<file path="src/rtl/lc3_fetch_pkg.sv">
// Types and constants shared by the LC3 instruction-fetch stage.
package lc3_fetch_pkg;

  typedef enum logic [1:0] {
    IDLE     = 2'd0,
    WAIT_ACK = 2'd1,
    DROP     = 2'd2
  } fetch_state_e;

  typedef struct packed {
    logic [15:0] instr;
    logic [15:0] npc;
  } fetch_entry_t;

  localparam logic [15:0] LC3_RESET_PC = 16'h3000;

endpackage

</file>
<file path="src/rtl/lc3_fetch_queue.sv">
// Small synchronous ring FIFO of fetched {instr, npc} entries feeding decode.
// Push while full is never requested by the parent (slots are reserved at
// request time), so there is no overflow protection here.
module lc3_fetch_queue
  import lc3_fetch_pkg::*;
#(
  parameter int DEPTH = 2
) (
  input  logic                         clock,
  input  logic                         reset,
  input  logic                         push,
  input  logic                         pop,
  input  logic                         flush,
  input  fetch_entry_t                 wr_data,
  output logic [$clog2(DEPTH+1)-1:0]   count,
  output logic                         empty,
  output fetch_entry_t                 head
);

  localparam int PW = (DEPTH > 1) ? $clog2(DEPTH) : 1;

  fetch_entry_t   mem [DEPTH];
  logic [PW-1:0]  rd_ptr;
  logic [PW-1:0]  wr_ptr;

  function automatic logic [PW-1:0] bump(input logic [PW-1:0] p);
    return (p == PW'(DEPTH - 1)) ? '0 : p + 1'b1;
  endfunction

  assign head  = mem[rd_ptr];
  assign empty = (count == '0);

  // Ring storage, pointers and occupancy; flush drops everything at once.
  always_ff @(posedge clock) begin
    if (reset) begin
      rd_ptr <= '0;
      wr_ptr <= '0;
      count  <= '0;
      for (int i = 0; i < DEPTH; i++) mem[i] <= '0;
    end else if (flush) begin
      rd_ptr <= '0;
      wr_ptr <= '0;
      count  <= '0;
    end else begin
      if (push) begin
        mem[wr_ptr] <= wr_data;
        wr_ptr      <= bump(wr_ptr);
      end
      if (pop) rd_ptr <= bump(rd_ptr);
      if (push && !pop)      count <= count + 1'b1;
      else if (pop && !push) count <= count - 1'b1;
    end
  end

endmodule

</file>
<file path="src/rtl/lc3_fetch_unit.sv">
// LC3 fetch stage: PC, imem request/ack FSM with slot reservation, and a
// small queue presenting {instr, npc} to decode. Branches flush everything.
module lc3_fetch_unit
  import lc3_fetch_pkg::*;
#(
  parameter logic [15:0] RESET_PC = LC3_RESET_PC,
  parameter int          DEPTH    = 2
) (
  input  logic        clock,
  input  logic        reset,
  input  logic        enable_fetch,
  input  logic        br_taken,
  input  logic [15:0] taddr,
  output logic        imem_rd,
  output logic [15:0] imem_addr,
  input  logic        imem_ack,
  input  logic [15:0] imem_dout,
  input  logic        decode_ready,
  output logic        enable_decode,
  output logic [15:0] Instr_dout,
  output logic [15:0] npc_out,
  output logic [15:0] pc
);

  localparam int           CW      = $clog2(DEPTH + 1);
  localparam logic [CW:0]  DEPTH_V = (CW + 1)'(DEPTH);

  fetch_state_e   state;
  fetch_entry_t   q_head;
  fetch_entry_t   q_wr;
  logic [CW-1:0]  q_count;
  logic           q_empty;
  logic           push;
  logic           pop;
  logic [15:0]    pc_inc;
  logic [CW:0]    count_ext;
  logic           slot_free_now;
  logic           slot_free_after;

  assign pc_inc    = pc + 16'd1;
  assign pop       = !q_empty && decode_ready;
  // A branch in the same cycle as the ack discards the returned word.
  assign push      = (state == WAIT_ACK) && imem_ack && !br_taken;
  assign q_wr      = '{instr: imem_dout, npc: pc_inc};
  assign count_ext = {1'b0, q_count};

  // In IDLE nothing is outstanding, so the queue count is the whole usage.
  assign slot_free_now   = count_ext < DEPTH_V;
  // After an ack the returned word takes its reserved slot; a new request
  // needs another free slot once this cycle's push and pop have settled.
  assign slot_free_after = (count_ext + 1'b1 - {{CW{1'b0}}, pop}) < DEPTH_V;

  assign enable_decode = !q_empty;
  assign Instr_dout    = q_head.instr;
  assign npc_out       = q_head.npc;

  lc3_fetch_queue #(.DEPTH(DEPTH)) u_queue (
    .clock   (clock),
    .reset   (reset),
    .push    (push),
    .pop     (pop),
    .flush   (br_taken),
    .wr_data (q_wr),
    .count   (q_count),
    .empty   (q_empty),
    .head    (q_head)
  );

  // Request FSM, PC and registered memory-side outputs; br_taken dominates.
  always_ff @(posedge clock) begin
    if (reset) begin
      state     <= IDLE;
      pc        <= RESET_PC;
      imem_rd   <= 1'b0;
      imem_addr <= RESET_PC;
    end else begin
      case (state)
        IDLE: begin
          if (br_taken) begin
            // Queue is flushed this edge, so a slot is always free.
            pc <= taddr;
            if (enable_fetch) begin
              state     <= WAIT_ACK;
              imem_rd   <= 1'b1;
              imem_addr <= taddr;
            end
          end else if (enable_fetch && slot_free_now) begin
            state     <= WAIT_ACK;
            imem_rd   <= 1'b1;
            imem_addr <= pc;
          end
        end
        WAIT_ACK: begin
          if (br_taken) begin
            pc <= taddr;
            if (imem_ack) begin
              state   <= IDLE;
              imem_rd <= 1'b0;
            end else begin
              state <= DROP;
            end
          end else if (imem_ack) begin
            pc <= pc_inc;
            if (enable_fetch && slot_free_after) begin
              imem_addr <= pc_inc;
            end else begin
              state   <= IDLE;
              imem_rd <= 1'b0;
            end
          end
        end
        DROP: begin
          if (br_taken) pc <= taddr;
          // The stale ack always closes the handshake, even alongside a
          // new branch, so the FSM can never wait for an ack that won't come.
          if (imem_ack) begin
            state   <= IDLE;
            imem_rd <= 1'b0;
          end
        end
        default: begin
          state   <= IDLE;
          imem_rd <= 1'b0;
        end
      endcase
    end
  end

endmodule
</file>
<file path="config.mk">
export PLATFORM = sky130hd
export DESIGN_NAME = lc3_fetch_unit
export DESIGN_NICKNAME = d
export VERILOG_FILES = /design/src/rtl/lc3_fetch_pkg.sv /design/src/rtl/lc3_fetch_queue.sv /design/src/rtl/lc3_fetch_unit.sv
export SDC_FILE = /design/constraint.sdc
export NUM_CORES = 1
export LEC_CHECK = 0
export ABC_AREA = 1
export BUFFER_PORTS_ARGS = -buffer_cell sky130_fd_sc_hd__buf_4
export CAP_MARGIN = 0
export CELL_PAD_IN_SITES_DETAIL_PLACEMENT = 2
export CELL_PAD_IN_SITES_GLOBAL_PLACEMENT = 2
export CORE_UTILIZATION = 35
export CTS_CLUSTER_DIAMETER = 100
export DETAILED_ROUTE_END_ITERATION = 6
export PLACE_DENSITY_LB_ADDON = 0.1
export SLEW_MARGIN = 20
export SYNTH_ARGS = -nofsm -noshare
export SYNTH_HDL_FRONTEND = slang
export SYNTH_SLANG_ARGS = --single-unit
</file>
<file path="constraint.sdc">
create_clock -name clock -period 3.6 [get_ports clock]
set_input_delay 0.36 -clock clock [delete_from_list [all_inputs] [get_ports clock]]
set_output_delay 0.36 -clock clock [all_outputs]
set_load 0.005 [all_outputs]
</file>
==> metrics.cfg, run 1 <==
[run_status]
status=finished clean

[critical_path]
worstPathRequired_ns=3.85
worstSetupStartpointType=input pin
critPathMaxFanout=23
path_class=in2reg
end_kind=register
crit_arrival_ns=2.45

[finish]
multiInputGateArea_um2=1980
fin_util_pct=44.8
fillers=1580
layout.nets=726
stdcell_count=871
drive_above_1_share_pct=22.4
area_growth_pct=23.8
diodes=0
regArea_um2=2720

[synth]
synth_ff_type=edfxtp_1
synth_edf_count=64
syn_area_um2=5080
synthArstFlopShare_pct=0
ys_top_cells_by_area=edfxtp_1 38%, dfxtp_1 16%, nand2_1 8.6%
synth_common_cells=116 x nand2_1, 106 x nor2_1, 64 x edfxtp_1
synth_area_per_cell_um2=8.56
synth.yosys.seq_area_share_pct=53.6
synth.most_common_cell=nand2_1
ys_seq_elements=104
netlist.area_leader.share_pct=37.8
netlist_instances=594
yosysWarnings=0
yosysUniqueCellTypes=32
synth_area_leader_cell=edfxtp_1
synth_nets=634

[routing]
drt_wl_total_um=16500
drc_errors=0
vias_per_cell=5.14
ant_nets=0
wire_per_inst_um=18.9
via_count=4479
drt_iter0_drc=193
firstDrtPassIters=4

[pwr]
power_density_nw_per_um2=458
irDropWorstVdd_uv=208
leakage_nw=2.71

[cts]
h-tree-depth=3
post_cts_buffers=0
cts_tree=yes
cts-root-buf=clkbuf_16
ctsResizeCount=0
insertion_delay_ns=0.36
cts_hold_buf=0
cts_sinks=104
clk_pin_slew_worst_paths_ns=0.07
cts_made_buffers=9
clockBufferDepth=2

[timing]
setup_viol=0
tightest_slew_ns=0.803
finalMaxSlewViolations=0
relSlewSlack_pct=46.4
hold_viol_final=0
finClkSkew_ns=0.00782
finalSetupTns_ns=0
timing.fmax_ghz=0.456
rsz0062_at_grt=false
timing.final.crit_share_pct=60.9
fin_crit_ns=2.19

[floorplan]
ios=104
die_h_um=123
rows=43
die-area_um2=15000
start_util_pct=36.2
die_w_um=123
core_area_um2=14000

[hold_path]
hold_path.class=in2reg

[global_route]
grt_max_degree=34
grt_pass1_wl_um=25700
grt_pass1_vias=4776
antenna_found_initial=0
grt.total_usage_pct=23.1
grt_overflow=0

[placed_design]
dp_hpwl_um=11900
dp_cells=855
io_buffers=103
gp_congestion=0.863

[run]
max_cap_violations=0

final timing paths:
kind | start | end | slack, ns | depth (start not counted)
max reg2reg | state[0] | imem_addr[0] | 1.49 | 6
min | taddr[6] | pc[6] | 0.30 | 3
max | br_taken | imem_addr[9] | 1.41 | 11
min reg2reg | u_queue.count[0] | u_queue.count[0] | 0.47 | 1
worst max-delay path, cell delays in order:
cell     delay, ns
buf_4         0.17
inv_2         0.33
nand2_2       0.13
nor2_1        0.10
nand2_1       0.07
nand2_1       0.07
nand2_1       0.40
inv_1         0.52
nand2_1       0.12
nor2_1        0.12
nor2_1        0.04
sequential cells by signal (all words and copies together), names as in the netlist, named ones only:
name / flops
imem_rd: 1
u_queue.mem: 64
pc: 16
imem_addr: 16
u_queue.count: 2
u_queue.wr_ptr: 1
state: 2
u_queue.rd_ptr: 1
layer usage:
metal	vias up	global-route usage (%)	routed length [um]
met3	17	3.07	681
met5	-	0	0
li1	2135	-	-
met4	0	8.69	281
met2	102	40.7	8220
met1	2225	28.7	7290
metrics by stage:
step                      power (mW)  setup slack (ns)  hold slack [ns]  cell area, um2
after floorplan                 1.66              1.50            0.422            5080
after global placement          1.87              1.10            0.432            6000
after detailed placement        1.90              1.00            0.465            6000
after CTS                       2.91              1.39            0.299            6290
after global routing            3.01              1.20            0.316            6290
final                           2.89              1.41            0.304            6290
area by class of cell:
class | count | area share, %
sequential | 104 | 43.3
multi-input combinational | 397 | 31.5
timing repair buffer | 110 | 13.1
inverter | 64 | 3.82
clock buffer | 11 | 3.70
tap | 180 | 3.58
clock inverter | 5 | 1.05
power breakdown:
part,switching (mW),internal [mW]
combinational,0.281,0.195
clock,0.466,0.548
sequential,0.0580,1.34
cells in the final DEF (no fill, tap or decap), types with 19 or more instances in the layout:
master / n
nand2_1: 116
a21oi_1: 56
nand3_1: 19
edfxtp_1: 64
buf_4: 110
o21ai_0: 36
inv_1: 63
dfxtp_1: 40
nor2_1: 106
mux2_2: 28
kinds of logic after synthesis:
logic type / after synthesis / share of synthesized area [%]
and+or+nand+nor: 255 / 20.0
buffers and inverters: 93 / 7.46
adders and majority gates: 2 / 0.492
AOI/OAI and AO/OA: 105 / 10.9
DFF: 104 / 53.6
xor gates and xnor gates: 3 / 0.517
muxes: 32 / 7.09
(Power assumes the default switching activity.)
==> run 2, diff against run 1 <==
--- a/config.mk
+++ b/config.mk
@@ -5,12 +5,12 @@
 export SDC_FILE = /design/constraint.sdc
 export NUM_CORES = 1
 export LEC_CHECK = 0
-export ABC_AREA = 1
+export ABC_AREA = 0
 export BUFFER_PORTS_ARGS = -buffer_cell sky130_fd_sc_hd__buf_4
 export CAP_MARGIN = 0
 export CELL_PAD_IN_SITES_DETAIL_PLACEMENT = 2
 export CELL_PAD_IN_SITES_GLOBAL_PLACEMENT = 2
-export CORE_UTILIZATION = 35
+export CORE_UTILIZATION = 32
 export CTS_CLUSTER_DIAMETER = 100
 export DETAILED_ROUTE_END_ITERATION = 6
 export PLACE_DENSITY_LB_ADDON = 0.1
==> constraint.sdc (replaced) <==
create_clock -name clock -period 1.9 [get_ports clock]
set_input_delay 0.19 -clock clock [delete_from_list [all_inputs] [get_ports clock]]
set_output_delay 0.19 -clock clock [all_outputs]
set_load 0.005 [all_outputs]
==> metrics.cfg, run 2 <==
[timing]
relSlewSlack_pct=30.7  ; was 46.4%
tightest_slew_ns=1.04  ; was 0.803 ns
fin_crit_ns=1.85
timing.fmax_ghz=0.540
finClkSkew_ns=0.00897  ; was 0.00782 ns
timing.final.crit_share_pct=97.4
hold_viol_final=0  ; unchanged
setup_viol=0  ; unchanged
finalMaxSlewViolations=0  ; unchanged

[pwr]
power_density_nw_per_um2=737  ; was 458 nW/um2
irDropWorstVdd_uv=411  ; was 208 uV
power.share.sequential_pct=49.4  ; was 48.4%
leakage_nw=2.85  ; was 2.71 nW
p_total_mw=5.26  ; was 2.89 mW
p_int_mw=3.82  ; was 2.08 mW
power_switching_share_pct=27.4  ; was 27.9%
combPwrFrac_pct=16.6  ; was 16.5%
clkPwrFrac_pct=34.0  ; was 35.1%
p_switching_mw=1.44  ; was 0.805 mW

[floorplan]
ios=104  ; unchanged
die_w_um=132  ; was 123 um
rows=47  ; was 43
die_h_um=132  ; was 123 um
start_util_pct=32.7  ; was 36.2%
core_area_um2=16500  ; was 14000 um2
die-area_um2=17400  ; was 15000 um2

[finish]
final_common_cell=buf_4  ; was nand2_1
fillers=1759  ; was 1580
layout.nets=696  ; was 726
multiInputGateArea_um2=2560  ; was 1980 um2
area_growth_pct=32.3  ; was 23.8%
largest_reg_flops=64  ; unchanged
regArea_um2=2730  ; was 2720 um2
top_register=u_queue.mem  ; unchanged
layout_common_cells=160 x buf_4, 64 x edfxtp_1, 56 x nor2_1, 34 x mux2_2, 33 x dfxtp_1  ; was 116 x nand2_1, 110 x buf_4, 106 x nor2_1, 64 x edfxtp_1, 63 x inv_1
fin_util_pct=43.2  ; was 44.8%
drive_above_1_share_pct=36.5  ; was 22.4%
top_regs=u_queue.mem x64, imem_addr x16, pc x16  ; unchanged
diodes=0  ; unchanged

[synth]
yosysUniqueCellTypes=65  ; was 32
yosysWarnings=0  ; unchanged
ys_seq_elements=104  ; unchanged
synth_nets=567  ; was 634
ys_top_cells_by_area=edfxtp_1 36%, dfxtp_1 15%, mux2_2 7.1%  ; was edfxtp_1 38%, dfxtp_1 16%, nand2_1 8.6%
syn_area_um2=5400  ; was 5080 um2
synth_area_per_cell_um2=10.2  ; was 8.56 um2
synth_common_cells=64 x edfxtp_1, 56 x nor2_1, 40 x dfxtp_1  ; was 116 x nand2_1, 106 x nor2_1, 64 x edfxtp_1
synth.yosys.seq_area_share_pct=50.4  ; was 53.6%
synth_area_leader_cell=edfxtp_1  ; unchanged
synth_edf_count=64  ; unchanged
synth_ff_type=edfxtp_1  ; unchanged
synth.most_common_cell=edfxtp_1  ; was nand2_1
netlist_instances=527  ; was 594
netlist.area_leader.share_pct=35.6  ; was 37.8%
synthArstFlopShare_pct=0  ; unchanged

[critical_path]
reg2reg_depth=5  ; was 6
r2r-end=imem_addr[7]  ; was imem_addr[0]
path_class=reg2reg  ; was in2reg
crit_arrival_ns=2.09  ; was 2.45 ns
regToRegSetupSlack_ns=0.05  ; was 1.49 ns
critPathMaxFanout=18  ; was 23
end_kind=register  ; unchanged
worstSetupStartpointType=register  ; was input pin
r2r_start=state[0]  ; unchanged
worstPathRequired_ns=2.14  ; was 3.85 ns

[global_route]
antenna_found_initial=0  ; unchanged
grt_pass1_vias=5182  ; was 4776
grt.busiest_layer=met2  ; unchanged
met3_usage_pct=2.81  ; was 3.07%
grt_pass1_wl_um=29700  ; was 25700 um
grt_overflow=0  ; unchanged
gr-usage-met1_pct=28.0  ; was 28.7%
grtUsageMet2_pct=39.1  ; was 40.7%
grt_max_degree=49  ; was 34
grt.total_usage_pct=22.4  ; was 23.1%

[cts]
clk_pin_slew_worst_paths_ns=0.08  ; was 0.07 ns
cts_tree=yes  ; unchanged
h-tree-depth=3  ; unchanged
clockBufferDepth=2  ; unchanged
insertion_delay_ns=0.35  ; was 0.36 ns
cts_hold_buf=0  ; unchanged
cts_sinks=104  ; unchanged
cts-root-buf=clkbuf_16  ; unchanged
cts_made_buffers=9  ; unchanged

[placed_design]
io_buffers=103  ; unchanged
dp_hpwl_um=13300  ; was 11900 um
gp_congestion=0.821  ; was 0.863

[routing]
ant_nets=0  ; unchanged
drt_iter0_drc=300  ; was 193
wire_per_inst_um=21.4  ; was 18.9 um
firstDrtPassIters=4  ; unchanged
drt_wl_total_um=18900  ; was 16500 um
via_count=4706  ; was 4479
vias_per_cell=5.34  ; was 5.14
drc_errors=0  ; unchanged

[run]
max_cap_violations=0  ; unchanged

[run_status]
status=finished clean  ; unchanged

[hold_path]
min_to=imem_addr[11]  ; was pc[6]
hold_path.class=in2reg  ; unchanged
holdPathStages=2  ; was 3
min_from=reset  ; was taddr[6]

## run 2: changes by cell type after synthesis, sizes merged, moves of 13 or more
cell	delta
nand2	-99
inv	-57
nor2	-51
a21oi	-34
nor3	+24
and2	+22
and3	+21
clkbuf	+17
o21ai	-13
## run 2: routing by layer
metal | wire, um | vias up | share of wire (%)
met2 | 9610 | 102 | 51
met1 | 8250 | 2383 | 44
met3 | 600 | 21 | 3.2
met5 | 0 | - | 0
li1 | - | 2200 | -
met4 | 396 | 0 | 2.1
## run 2: worst max-delay path, stage by stage (launching register included)
cell	delay, ns
dfxtp_1	0.34
buf_4	0.20
or4bb_1	0.48
a21oi_1	0.15
o21ai_0	0.18
o32ai_1	0.38
## run 2: stage by stage
step	cells	hold slack (ns)	cell area, um2	worst slack, ns	setup TNS [ns]
after floorplan	527	0.269	5410	0.0162	0
after CTS	879	0.112	7060	-0.0400	-0.0400
after detailed placement	863	0.482	6750	-0.150	-2.88
after global placement	863	0.470	6750	-0.0405	-0.371
final	881	0.125	7140	0.0485	0
after global routing	881	0.116	7140	-0.0727	-0.178
## run 2: how the worst max path moves through the flow
stage / from / slack (ns) / end / cells past startpoint
floorplan: pc[1] / 0.02 / u_queue.mem[0][14] / 5
global placement: pc[0] / -0.04 / u_queue.mem[0][14] / 5
detailed placement: pc[0] / -0.15 / u_queue.mem[0][14] / 5
CTS: pc[0] / -0.04 / u_queue.mem[0][14] / 5
global route: state[0] / -0.07 / imem_addr[7] / 5
finish: state[0] / 0.05 / imem_addr[7] / 5
## run 2: area by class of cell
cell class,instances,area share (%)
clock inverters,6,0.596
well taps,220,3.85
repair buffers,164,17.8
clock buffers,10,3.21
flip-flops and latches,104,38.2
multi-input cells,370,35.9
inverters,7,0.368
## run 2: timing repair
action / in CTS / in global routing
hold endpoints to repair: 0 / 0
pin swaps: 0 / 3
gates resized for setup: 5 / 20
buffers inserted: 0 / 2
setup endpoints to repair: 40 / 27
## run 2: logic make-up (layout without fill, tap and decap cells)
kind of cell | count (synthesis) | after routing | share of synthesized area, %
and+or+nand+nor | 209 | 209 | 21.1
DFF | 104 | 104 | 50.4
AOI/OAI and AO/OA | 100 | 100 | 12.6
buffers and inverters | 53 | 187 | 4.06
muxes | 44 | 44 | 8.95
xor gates and xnor gates | 15 | 15 | 2.43
adders and majority gates | 2 | 2 | 0.464
## run 2: power by group through the flow
stage | Combinational (mW) | Clock [mW] | Sequential [mW]
floorplan | 0.406 | 0 | 2.62
global placement | 0.831 | 0 | 2.63
detailed placement | 0.858 | 0 | 2.64
CTS | 0.870 | 1.83 | 2.60
global route | 0.946 | 1.93 | 2.61
finish | 0.873 | 1.79 | 2.60
==> run 3, diff against run 2 <==
--- a/config.mk
+++ b/config.mk
@@ -17,4 +17,5 @@
 export SLEW_MARGIN = 20
 export SYNTH_ARGS = -nofsm -noshare
 export SYNTH_HDL_FRONTEND = slang
+export SYNTH_HIERARCHICAL = 1
 export SYNTH_SLANG_ARGS = --single-unit
==> metrics.cfg, run 3 <==
[cts]
insertion_delay_ns=0.36  ; was 0.35 ns
h-tree-depth=3  ; unchanged
cts-root-buf=clkbuf_16  ; unchanged
cts_sinks=104  ; unchanged
post_cts_buffers=0  ; unchanged
cts_made_buffers=9  ; unchanged
cts_tree=yes  ; unchanged
clk_pin_slew_worst_paths_ns=0.08  ; about the same
clockBufferDepth=2  ; unchanged

[synth]
netlist.area_leader.share_pct=35.7  ; was 35.6%
yosysWarnings=6  ; was 0
synth_area_leader_cell=edfxtp_1  ; unchanged
synth.most_common_cell=and3_1  ; was edfxtp_1
synth_nets=560  ; was 567
synthArstFlopShare_pct=0  ; unchanged
synth_area_per_cell_um2=10.3  ; was 10.2 um2
synth_edf_count=64  ; unchanged
synth_common_cells=66 x and3_1, 64 x edfxtp_1, 40 x dfxtp_1  ; was 64 x edfxtp_1, 56 x nor2_1, 40 x dfxtp_1
syn_area_um2=5380  ; was 5400 um2
synth_ff_type=edfxtp_1  ; unchanged
yosysUniqueCellTypes=60  ; was 65
netlist_instances=520  ; was 527
ys_seq_elements=104  ; unchanged
synth.yosys.seq_area_share_pct=50.6  ; was 50.4%
ys_top_cells_by_area=edfxtp_1 36%, dfxtp_1 15%, and3_1 7.7%  ; was edfxtp_1 36%, dfxtp_1 15%, mux2_2 7.1%

[routing]
drt_iter0_drc=203  ; was 300
wire_per_inst_um=20.1  ; was 21.4 um
drt_wl_total_um=17400  ; was 18900 um
vias_per_cell=5.25  ; was 5.34
via_count=4548  ; was 4706
drc_errors=0  ; unchanged
firstDrtPassIters=4  ; unchanged
ant_nets=0  ; unchanged

[timing]
fin_crit_ns=1.79  ; was 1.85 ns
tightest_slew_ns=0.505  ; was 1.04 ns
hold_viol_final=0  ; unchanged
relSlewSlack_pct=66.3  ; was 30.7%
finalSetupTns_ns=0  ; unchanged
rsz0062_at_grt=false
timing.final.crit_share_pct=94.1  ; was 97.4%
setup_viol=0  ; unchanged
finClkSkew_ns=0.00862  ; was 0.00897 ns
finalMaxSlewViolations=0  ; unchanged
setup_slack_ns=0.113  ; was 0.0485 ns
timing.fmax_ghz=0.560  ; was 0.540 GHz

[critical_path]
reg2reg_depth=7  ; was 5
end_kind=register  ; unchanged
r2r_start=pc[0]  ; was state[0]
worstPathRequired_ns=2.19  ; was 2.14 ns
regToRegSetupSlack_ns=0.11  ; was 0.05 ns
critPathMaxFanout=5  ; was 18
crit_arrival_ns=2.08  ; was 2.09 ns
r2r-end=imem_addr[15]  ; was imem_addr[7]
path_class=reg2reg  ; unchanged
worstSetupStartpointType=register  ; unchanged

[pwr]
irDropWorstVdd_uv=392  ; was 411 uV
p_total_mw=5.42  ; was 5.26 mW
leakage_nw=3.11  ; was 2.85 nW
power_density_nw_per_um2=768  ; was 737 nW/um2

[finish]
regArea_um2=2730  ; about the same
fin_util_pct=42.7  ; was 43.2%
top_register=u_queue/mem  ; was u_queue.mem
multiInputGateArea_um2=2470  ; was 2560 um2
diodes=0  ; unchanged
fillers=1731  ; was 1759
area_growth_pct=31.2  ; was 32.3%
top_regs=u_queue/mem x64, imem_addr x16, pc x16  ; was u_queue.mem x64, imem_addr x16, pc x16
drive_above_1_share_pct=34.8  ; was 36.5%
layout.nets=681  ; was 696
final_common_cell=buf_4  ; unchanged
largest_reg_flops=64  ; unchanged
layout_common_cells=146 x buf_4, 66 x and3_1, 64 x edfxtp_1, 37 x nand2_1, 36 x dfxtp_1  ; was 160 x buf_4, 64 x edfxtp_1, 56 x nor2_1, 34 x mux2_2, 33 x dfxtp_1
final_area_um2=7060  ; was 7140 um2

[placed_design]
gp_congestion=0.831  ; was 0.821
placed_area_um2=6690  ; was 6750 um2
io_buffers=103  ; unchanged
dp_hpwl_um=12000  ; was 13300 um
place_ws_ns=0.0325  ; was -0.150 ns

[global_route]
met3_usage_pct=3.78  ; was 2.81%
grtUsageMet2_pct=36.3  ; was 39.1%
grt_overflow=0  ; unchanged
antenna_found_initial=0  ; unchanged
grt_pass1_vias=4924  ; was 5182
gr-usage-met1_pct=25.4  ; was 28.0%
grt_max_degree=65  ; was 49
grt_pass1_wl_um=27500  ; was 29700 um
grt.total_usage_pct=20.7  ; was 22.4%
grt.busiest_layer=met2  ; unchanged

[floorplan]
die_h_um=132  ; about the same
die-area_um2=17300  ; was 17400 um2
die_w_um=132  ; about the same
rows=47  ; unchanged
core_area_um2=16500  ; unchanged
ios=104  ; unchanged
start_util_pct=32.6  ; was 32.7%

[run_status]
status=finished clean  ; unchanged

[run]
max_cap_violations=0  ; unchanged

[hold_path]
hold_path.class=in2reg  ; unchanged
holdPathStages=2  ; unchanged
min_from=imem_ack  ; was reset
min_to=state[1]  ; was imem_addr[11]

==> run 3: stage by stage <==
step	hold WS, ns	instances
final	0.0459	866
after CTS	0.0463	865
after detailed placement	0.434	849
after global routing	0.0525	866
after floorplan	0.269	520
after global placement	0.422	849
==> run 3: where the power goes <==
group	total (mW)	switching [mW]	internal [mW]
Sequential	2.57	0.0735	2.50
Clock	1.98	0.942	1.04
Combinational	0.862	0.452	0.410
==> run 3: repair_timing <==
item                       CTS  global route
setup endpoints to repair    0            78
resized for setup            0            10
hold buffers                 0             0
==> run 3: how the worst max path moves through the flow <==
stage	startpoint	endpoint	slack [ns]	depth (start not counted)
2_1_floorplan	state[1]	u_queue/mem[0][0]	0.008	8
3_3_place_gp	state[1]	u_queue/mem[1][26]	0.09	4
3_5_place_dp	pc[0]	imem_addr[10]	0.03	6
4_1_cts	state[1]	u_queue/mem[1][2]	0.02	4
5_1_grt	pc[7]	imem_addr[9]	0.009	6
6_report	pc[0]	imem_addr[15]	0.11	7
==> run 3: kinds of logic after synthesis <==
group           count (synthesis)  synth area share (%)
compound gates                102                  12.7
xor+xnor                       17                  2.91
buf+inv                        56                  4.54
simple gates                  200                  20.8
flops                         104                  50.6
fa+ha+maj                       2                 0.465
mux                            39                  8.00
==> run 3: layout make-up <==
type | count | share of cell area, %
sequential | 104 | 38.7
multi-input combinational | 360 | 35.1
timing repair buffer | 152 | 17.3
tap | 220 | 3.90
clock buffer | 9 | 3.19
clock inverter | 7 | 1.12
inverter | 14 | 0.745
==> run 3: worst max-delay path: stages, from the launching register on <==
cell,delay (ns)
dfxtp_2,0.37
buf_4,0.13
nand4_1,0.13
buf_4,0.20
nor2_2,0.12
a311oi_1,0.11
or4_1,0.53
a21oi_1,0.14
==> run 3: metal layers <==
metal	vias up	part of all wire [%]
li1	2148	-
met1	2294	45
met2	84	50
met3	22	3.4
met4	0	1.9
met5	-	0
